### src/rtl/sap1_pkg.sv
// Shared definitions for the SAP-1 controller-sequencer: opcodes, T-state
// indices and the packed control word driven to the datapath.
package sap1_pkg;

  localparam int unsigned OP_W = 4;
  localparam int unsigned T_W  = 6;

  localparam logic [OP_W-1:0] OP_LDA = 4'b0000;
  localparam logic [OP_W-1:0] OP_ADD = 4'b0001;
  localparam logic [OP_W-1:0] OP_SUB = 4'b0010;
  localparam logic [OP_W-1:0] OP_OUT = 4'b1110;
  localparam logic [OP_W-1:0] OP_HLT = 4'b1111;

  // Bit positions of each T state in the one-hot ring
  localparam int unsigned T1 = 0;
  localparam int unsigned T2 = 1;
  localparam int unsigned T3 = 2;
  localparam int unsigned T4 = 3;
  localparam int unsigned T5 = 4;
  localparam int unsigned T6 = 5;

  typedef struct packed {
    logic cp;
    logic ep;
    logic lm;
    logic ce;
    logic li;
    logic ei;
    logic la;
    logic ea;
    logic su;
    logic eu;
    logic lb;
    logic lo;
  } ctrl_word_t;

  localparam ctrl_word_t CTRL_NOP = '0;

  // True for the five opcodes the machine implements
  function automatic logic op_defined(input logic [OP_W-1:0] op);
    return (op == OP_LDA) || (op == OP_ADD) || (op == OP_SUB) ||
           (op == OP_OUT) || (op == OP_HLT);
  endfunction

endpackage

### src/rtl/ring_counter.sv
// Six-bit one-hot rotator stepping T1..T6.
//   CLK  : rising-edge clock
//   CLR  : synchronous active-high load of T1
//   HOLD : freeze the current state
//   T    : one-hot state, bit0 = T1
module ring_counter
  import sap1_pkg::*;
(
  input  logic           CLK,
  input  logic           CLR,
  input  logic           HOLD,
  output logic [T_W-1:0] T
);

  logic [T_W-1:0] t_q, t_d;

  // Rotate left one position unless held
  always_comb begin
    t_d = t_q;
    if (!HOLD) t_d = {t_q[T_W-2:0], t_q[T_W-1]};
  end

  always_ff @(posedge CLK) begin
    if (CLR) t_q <= T_W'(1);
    else     t_q <= t_d;
  end

  assign T = t_q;

endmodule

### src/rtl/controller_sequencer.sv
// SAP-1 controller-sequencer: ring-counter timing, opcode decode into the
// datapath control word, and the HLT latch.
//   CLK, CLR : clock and synchronous active-high reset
//   OPCODE   : IR upper nibble (meaningful in T4..T6)
//   T        : one-hot T state
//   CP..LO   : combinational control lines to the datapath
//   HLT      : machine halted (held until CLR)
module controller_sequencer
  import sap1_pkg::*;
#(
  parameter bit HALT_ON_UNDEF = 1'b0
) (
  input  logic            CLK,
  input  logic            CLR,
  input  logic [OP_W-1:0] OPCODE,
  output logic [T_W-1:0]  T,
  output logic            CP,
  output logic            EP,
  output logic            LM,
  output logic            CE,
  output logic            LI,
  output logic            EI,
  output logic            LA,
  output logic            EA,
  output logic            SU,
  output logic            EU,
  output logic            LB,
  output logic            LO,
  output logic            HLT
);

  logic [T_W-1:0] ring_t;
  logic           halt_q, halt_d;
  logic           stop_c;
  ctrl_word_t     ctrl;

  // Ring holds both while latched and on the edge that sets the latch,
  // so the machine parks in T4.
  ring_counter u_ring (
    .CLK  (CLK),
    .CLR  (CLR),
    .HOLD (halt_q | stop_c),
    .T    (ring_t)
  );

  // Halt request decoded in T4
  always_comb begin
    stop_c = 1'b0;
    if (!CLR && !halt_q && ring_t[T4])
      stop_c = (OPCODE == OP_HLT) || (HALT_ON_UNDEF && !op_defined(OPCODE));
    halt_d = halt_q | stop_c;
  end

  always_ff @(posedge CLK) begin
    if (CLR) halt_q <= 1'b0;
    else     halt_q <= halt_d;
  end

  // Control-word decode; everything quiet during reset or halt
  always_comb begin
    ctrl = CTRL_NOP;
    if (!CLR && !halt_q && !stop_c) begin
      if (ring_t[T1]) begin
        ctrl.ep = 1'b1;
        ctrl.lm = 1'b1;
      end else if (ring_t[T2]) begin
        ctrl.cp = 1'b1;
      end else if (ring_t[T3]) begin
        ctrl.ce = 1'b1;
        ctrl.li = 1'b1;
      end else if (ring_t[T4]) begin
        case (OPCODE)
          OP_LDA, OP_ADD, OP_SUB: begin
            ctrl.ei = 1'b1;
            ctrl.lm = 1'b1;
          end
          OP_OUT: begin
            ctrl.ea = 1'b1;
            ctrl.lo = 1'b1;
          end
          default: ;
        endcase
      end else if (ring_t[T5]) begin
        case (OPCODE)
          OP_LDA: begin
            ctrl.ce = 1'b1;
            ctrl.la = 1'b1;
          end
          OP_ADD, OP_SUB: begin
            ctrl.ce = 1'b1;
            ctrl.lb = 1'b1;
          end
          default: ;
        endcase
      end else if (ring_t[T6]) begin
        case (OPCODE)
          OP_ADD: begin
            ctrl.eu = 1'b1;
            ctrl.la = 1'b1;
          end
          OP_SUB: begin
            ctrl.su = 1'b1;
            ctrl.eu = 1'b1;
            ctrl.la = 1'b1;
          end
          default: ;
        endcase
      end
    end
  end

  // T reads as T1 for the whole time CLR is asserted
  assign T   = CLR ? T_W'(1) : ring_t;
  assign HLT = !CLR && (halt_q || stop_c);

  assign CP = ctrl.cp;
  assign EP = ctrl.ep;
  assign LM = ctrl.lm;
  assign CE = ctrl.ce;
  assign LI = ctrl.li;
  assign EI = ctrl.ei;
  assign LA = ctrl.la;
  assign EA = ctrl.ea;
  assign SU = ctrl.su;
  assign EU = ctrl.eu;
  assign LB = ctrl.lb;
  assign LO = ctrl.lo;

endmodule

### config.mk
export PLATFORM = sky130hd
export DESIGN_NAME = controller_sequencer
export DESIGN_NICKNAME = d
export VERILOG_FILES = /design/src/rtl/sap1_pkg.sv /design/src/rtl/ring_counter.sv /design/src/rtl/controller_sequencer.sv
export SDC_FILE = /design/constraint.sdc
export NUM_CORES = 1
export LEC_CHECK = 0
export BUFFER_PORTS_ARGS = -buffer_cell sky130_fd_sc_hd__buf_2
export CAP_MARGIN = 20
export CORE_AREA = 2 2 39 41
export DETAILED_ROUTE_END_ITERATION = 10
export DIE_AREA = 0 0 41 43
export PLACE_DENSITY = 0.74
export SLEW_MARGIN = 20
export SYNTH_ARGS = -nofsm -noshare
export SYNTH_HDL_FRONTEND = slang
export SYNTH_SLANG_ARGS = --single-unit
### constraint.sdc
create_clock -name CLK -period 2.7 [get_ports CLK]
set_clock_uncertainty 0.05 [all_clocks]
set_input_delay 0.81 -clock CLK [delete_from_list [all_inputs] [get_ports CLK]]
set_output_delay 0.81 -clock CLK [all_outputs]
set_load 0.02 [all_outputs]
After elaboration in Yosys (flattened, before gate mapping)
Index checks and enable logic that the tools add are counted.
{"block": "totals", "regBits": 7, "output_inout_bits": 19, "word_cells": 47}
{"block": "op_classes", "n_eq_ne": 4, "n_mux": 29, "n_bitwise": 1, "reduce_logical": 11}
{"cell": "$mux W1", "n": 21}
{"cell": "$mux W12", "n": 1}
{"cell": "$mux W10", "n": 1}
{"cell": "$mux W9", "n": 1}
{"cell": "$eq A4 B4 Y1 const B", "n": 2}
{"cell": "$mux W7", "n": 1}
{"cell": "$mux W6", "n": 1}
{"cell": "$eq A4 B1 Y1 const B", "n": 1}
{"cell": "$eq A4 B2 Y1 const B", "n": 1}
{"cell": "$logic_and A1 B1 Y1", "n": 4}
{"cell": "$logic_not A4 Y1", "n": 1}
{"cell": "$mux W2", "n": 2}
{"cell": "$logic_not A1 Y1", "n": 3}
{"cell": "$mux W3", "n": 1}
{"cell": "$reduce_or A3 Y1", "n": 1}
{"cell": "$reduce_or A2 Y1", "n": 1}
{"cell": "$logic_or A1 B1 Y1", "n": 1}
{"cell": "$or A1 B1 Y1", "n": 1}

Longest topological paths before layout
{"block": "depth", "word_depth": 10, "ltp_mapped": 5}

By module
Synthesis repeated with hierarchy kept, for this count alone.
{"block": "unflattened", "hier_cells": 68, "area_unflattened_um2": 519.2}
{"module": "controller_sequencer", "instances": 1, "cells_per_inst": 49, "area_each_um2": 301.5, "seq_area_each_um2": 20.0}
{"module": "ring_counter", "instances": 1, "cells_per_inst": 19, "area_each_um2": 217.7, "seq_area_each_um2": 120.1}

Worst setup path before layout
OpenSTA, ideal clock, no wires.
{"block": "synth_timing", "path_type": "input-to-output", "start": "input OPCODE[0]", "end": "output LI", "t_arrival_ns": 1.952, "slack_ns": -0.112, "path_stages": 4, "path_buffers": 1, "path_cell_list": "buf_4 -> nand4b_1 -> o21ai_1 -> nor4b_1"}
{"block": "synth_via", "elab_chain_len": 5}
{"item": "start, declared", "line_no": "controller_sequencer.sv:15", "source": "input logic [OP_W-1:0] OPCODE,"}
{"item": "$eq A4 B4 Y1", "line_no": "controller_sequencer.sv:50", "source": "stop_c = (OPCODE == OP_HLT) || (HALT_ON_UNDEF && !op_defined(OPCODE));"}
{"item": "$mux W1", "line_no": "controller_sequencer.sv:49", "source": "if (!CLR && !halt_q && ring_t[T4])"}
{"item": "$logic_not A1 Y1", "line_no": "controller_sequencer.sv:62", "source": "if (!CLR && !halt_q && !stop_c) begin"}
{"item": "$logic_and A1 B1 Y1", "line_no": "controller_sequencer.sv:62"}
{"item": "$mux W12", "line_no": "controller_sequencer.sv:62"}
{"item": "end, declared", "line_no": "controller_sequencer.sv:21", "source": "output logic LI,"}
Every way passes these cells.

Final worst setup path
{"block": "layout_timing", "start": "input OPCODE[0]", "end": "output EU"}
{"block": "layout_via", "elab_chain_len": 10, "elab_cells_between_ends": 15}
{"item": "$eq A4 B2 Y1 or $eq A4 B1 Y1 (tied branches)", "line_no": "controller_sequencer.sv:96", "source": "case (OPCODE)"}
{"item": "$reduce_or A2 Y1 (no line)"}
{"item": "$mux W1", "line_no": "controller_sequencer.sv:96"}
{"item": "$mux W2", "line_no": "controller_sequencer.sv:95", "source": "end else if (ring_t[T6]) begin"}
{"item": "$mux W2", "line_no": "controller_sequencer.sv:83", "source": "end else if (ring_t[T5]) begin"}
{"item": "$mux W3", "line_no": "controller_sequencer.sv:71", "source": "end else if (ring_t[T4]) begin"}
{"item": "$mux W7", "line_no": "controller_sequencer.sv:68", "source": "end else if (ring_t[T3]) begin"}
{"item": "$mux W10", "line_no": "controller_sequencer.sv:66", "source": "end else if (ring_t[T2]) begin"}
{"item": "$mux W9", "line_no": "controller_sequencer.sv:63", "source": "if (ring_t[T1]) begin"}
{"item": "$mux W12 (*)", "line_no": "controller_sequencer.sv:62"}
{"item": "end, declared", "line_no": "controller_sequencer.sv:26", "source": "output logic EU,"}
Mark *: on every way between the ends. The rest lies on a longest branch, timed or not.

==> results.md <==
- The synthesized net count is 77.
- The number of flops mapped to enable cells by yosys is 0.
- The analysis attributes to cell leakage a power of approximately 0.36 nW.
- After detailed routing, the number of remaining DRC violations is 0.
- The kind of start point of the critical path is a primary input.
- The final cycle utilization of the critical path is 96.96%.
- The number of hold violations in the final report is 0.
- The post-layout net count is 108.
- The sequential share of power is 42.2%.
- For this run the aggregate overflow at the end of global routing stands at 0.
- The buffer cell driving the clock tree root is sky130_fd_sc_hd__clkbuf_4.
- The run finished with clean final reports.
- The tool flagged a number of max-cap violations equal to 0.
- The I/O pin total is 25.
- The largest net degree at the start of global routing is 10.
- The routed via count divided by cell count is 5.393.
- The pre-antenna-repair detailed-routing pass consisted of 4 iterations.
- Detailed placement ended at an HPWL of 1.147 mm.
- The Yosys step of the flow raised 0 warnings.
- The area of the die is 1763 um^2.
- The final route contains 631 vias.
- The highest fanout seen on the critical path is 5.
- After the first detailed-routing iteration, the DRC count stood at 11.
- Of the total power, combinational logic draws 24.8%.
- At the later pin of the worst-skew pair, clock insertion delay measures 0.25 ns.
- The aggregate negative setup slack is 0 ns.
- The count of buffers from port buffering is 24.
- The last weighted congestion value of the routability-driven placer is 0.7546.
- The peak clock frequency supported by timing is 0.3820 GHz.
- The arrival time of the worst setup path is 1.76 ns.
- The minimum period implied by the final worst setup slack is 2.618 ns.
- Row generation in the floorplan step produced 14 rows.
- Across all hold checks on the routed design, the worst slack comes to between 0.5 and 0.6 ns.
- The worst setup margin is a little over 0.08 ns.
- The repair_antennas step left the layout with diodes totalling 0.
- The synthesized area per cell is between 8 and 9 um^2.
- From bottom edge to top edge, the die measures 43 um.
- Measured on the finished design, the core utilization comes to 57.69%.
- Prior to clock tree synthesis, the placed netlist has a worst setup slack of 0.04679 ns.
- TritonCTS built the clock tree.
- The maximum ir drop on the vdd rail is 0.0002709 V.
- The area of the placeable core is about 1400 um^2.
- Setup repair after global routing left no endpoint under its margin.
- Clock-pin slew was measured on the worst setup and hold paths at around 0.050 ns.
- The per-cell routed wire length is 13.13 um.
- The share of total power in the clock network is 33.0%.
- The post-route netlist has 45.54% of its cells at a drive strength greater than 1.
- In this run the power spent charging and discharging nets is 85.34 uW.
- STA puts the critical path data required time at roughly 1.8 ns.
- Buffers inserted to repair hold after CTS numbered 0.
- The number of standard cells after synthesis is 71.
- Sequential cells were found to cover 24.24% of the synthesized design area.
- In this run the remaining antenna-violating nets after routing total 0.
- The initial antenna violation count is 0.
- The post-synthesis cell type with the largest combined area is sky130_fd_sc_hd__dfxtp_1.
- The starting density of the core is between 40% and 50%.
- The synthesized netlist occupies a cell area of 578.1 um^2.
- The number of max-slew violations in the final report came to 0.
- The critical path in this run is classified as in2out.
- Sorting the synthesized cells by area gives the leading types as sky130_fd_sc_hd__dfxtp_1, sky130_fd_sc_hd__nor2_1, sky130_fd_sc_hd__mux2_4.
- The wire length of the first global-routing pass is 2.214 mm.
- CTS built an H-tree with a depth of 1.
- The endpoint class of the critical path is an output pin.
- The routed design has 1.536 mm of wire.
- Net switching is a little under a third of the power.
- For this design the ratio of total power to cell area is 351.2 nW/um^2.
- Buffers inserted during clock tree synthesis total 3.
- The worst hold path belongs to the class reg2reg.
- Global routing used approximately 18% of the available tracks across all layers.
- The internal power is 195.0 uW.
- After synthesis, the share of flip-flops with an asynchronous set or reset is 0%.
- From left edge to right edge, the die measures a little over 40 um.
- Setup violations remaining at the end of the flow were counted as 0.
- For this design, the sink count on the clock tree is 7.
- At the pin with the least slew margin, the transition time is 0.4349 ns.
- The number of unique standard cell types used by synthesis is 34.
- The number of global-route vias before repair came to 564.
- After synthesis the netlist holds a flip-flop and latch count of 7.
- The number of buffers between clock root and the deepest sink is 2.
- Of the post-synthesis cell area, the dominant cell type holds between 20% and 30%.
- From synthesis to final layout, the design area changed by 38.10%.
- The top flip-flop cell by instance count after synthesis is sky130_fd_sc_hd__dfxtp_1.
- The relative slew slack is 70.97%.
## sequential cells by signal, indices dropped and copies added (netlist names)
register  count
halt_q        1
u_ring.T      6
## area by class of cell
type | instances | area [um^2]
Fill cell | 138 | 585.6
Multi-Input combinational cell | 53 | 405.4
Timing Repair Buffer | 31 | 183.9
Sequential cell | 7 | 140.1
Clock buffer | 4 | 26.28
Inverter | 6 | 22.52
Tap cell | 16 | 20.02
## Yosys cell counts (2+ instances only)
library cell / n
sky130_fd_sc_hd__mux2_4: 2
sky130_fd_sc_hd__nor2_1: 9
sky130_fd_sc_hd__buf_4: 2
sky130_fd_sc_hd__dfxtp_1: 7
sky130_fd_sc_hd__nor4_2: 2
sky130_fd_sc_hd__o211ai_1: 2
sky130_fd_sc_hd__inv_1: 6
sky130_fd_sc_hd__a31oi_1: 3
sky130_fd_sc_hd__buf_2: 2
sky130_fd_sc_hd__nor2b_1: 3
sky130_fd_sc_hd__nor3b_1: 3
sky130_fd_sc_hd__nand2_1: 8
## critical path: stages
cell	delay, ns
sky130_fd_sc_hd__buf_2	0.13
sky130_fd_sc_hd__buf_4	0.16
sky130_fd_sc_hd__xor2_1	0.23
sky130_fd_sc_hd__nor3b_1	0.23
sky130_fd_sc_hd__buf_2	0.20
## metal layers
metal  vias up  global-route usage, %  wire, um
met5         -                      0         0
met4         0                  7.333        11
met3         2                  3.141        68
met2        16                  33.13       820
met1       301                  19.02       635
li1        312                      -         -
## what timing repair did
| action | 4_1_cts | 5_1_grt |
|---|---|---|
| hold endpoints to repair | 0 | 0 |
| setup buffers | 0 | 1 |
| gates resized for setup | 0 | 6 |
| setup endpoints to repair | 0 | 9 |
## power by group through the flow
stage | Combinational [mW] | Sequential, mW | Clock (mW)
global placement | 0.0660 | 0.120 | 0
CTS | 0.0676 | 0.118 | 0.0944
floorplan | 0.0478 | 0.117 | 0
detailed placement | 0.0672 | 0.120 | 0
finish | 0.0696 | 0.118 | 0.0925
global route | 0.0749 | 0.119 | 0.102
## layout by cell type (no fill, tap or decap), types with 2 or more instances in the layout
cell                        n
sky130_fd_sc_hd__mux2_4     2
sky130_fd_sc_hd__a31oi_1    3
sky130_fd_sc_hd__nor4_4     2
sky130_fd_sc_hd__clkbuf_4   3
sky130_fd_sc_hd__nand2_1    8
sky130_fd_sc_hd__dfxtp_1    7
sky130_fd_sc_hd__o211ai_1   2
sky130_fd_sc_hd__nor2_1     9
sky130_fd_sc_hd__nor2b_1    3
sky130_fd_sc_hd__nor3b_1    3
sky130_fd_sc_hd__nor4_2     2
sky130_fd_sc_hd__inv_1      6
sky130_fd_sc_hd__buf_2     21
sky130_fd_sc_hd__buf_4      9
## per-stage QoR
stage	instances	cell area, um^2	total power, mW
2_1_floorplan	71	599.3	0.1652
3_3_place_gp	112	748.2	0.1857
3_5_place_dp	112	748.2	0.1871
4_1_cts	116	774.5	0.2798
5_1_grt	117	798.3	0.2955
6_report	117	798.3	0.2803
## worst paths after layout
path              depth (start not counted)  slack (ns)   startpoint           to
hold / removal                            2        0.52  u_ring.T[3]  u_ring.T[3]
hold reg to reg                           2        0.52  u_ring.T[3]  u_ring.T[3]
setup reg to reg                          4        1.25  u_ring.T[3]  u_ring.T[1]
setup / recovery                          5        0.08    OPCODE[0]           EU
## kinds of logic (layout without fill, tap and decap cells)
kind of cell / after synthesis / count (layout) / share of synthesized area [%]
AND/OR/NAND/NOR: 38 / 38 / 41.99
flip-flops: 7 / 7 / 24.24
AO/OA/AOI/OAI: 12 / 12 / 16.88
multiplexers: 2 / 2 / 5.195
buffers and inverters: 11 / 41 / 10.17
XOR/XNOR: 1 / 1 / 1.515
No activity file was read; power rests on OpenSTA's default activity.
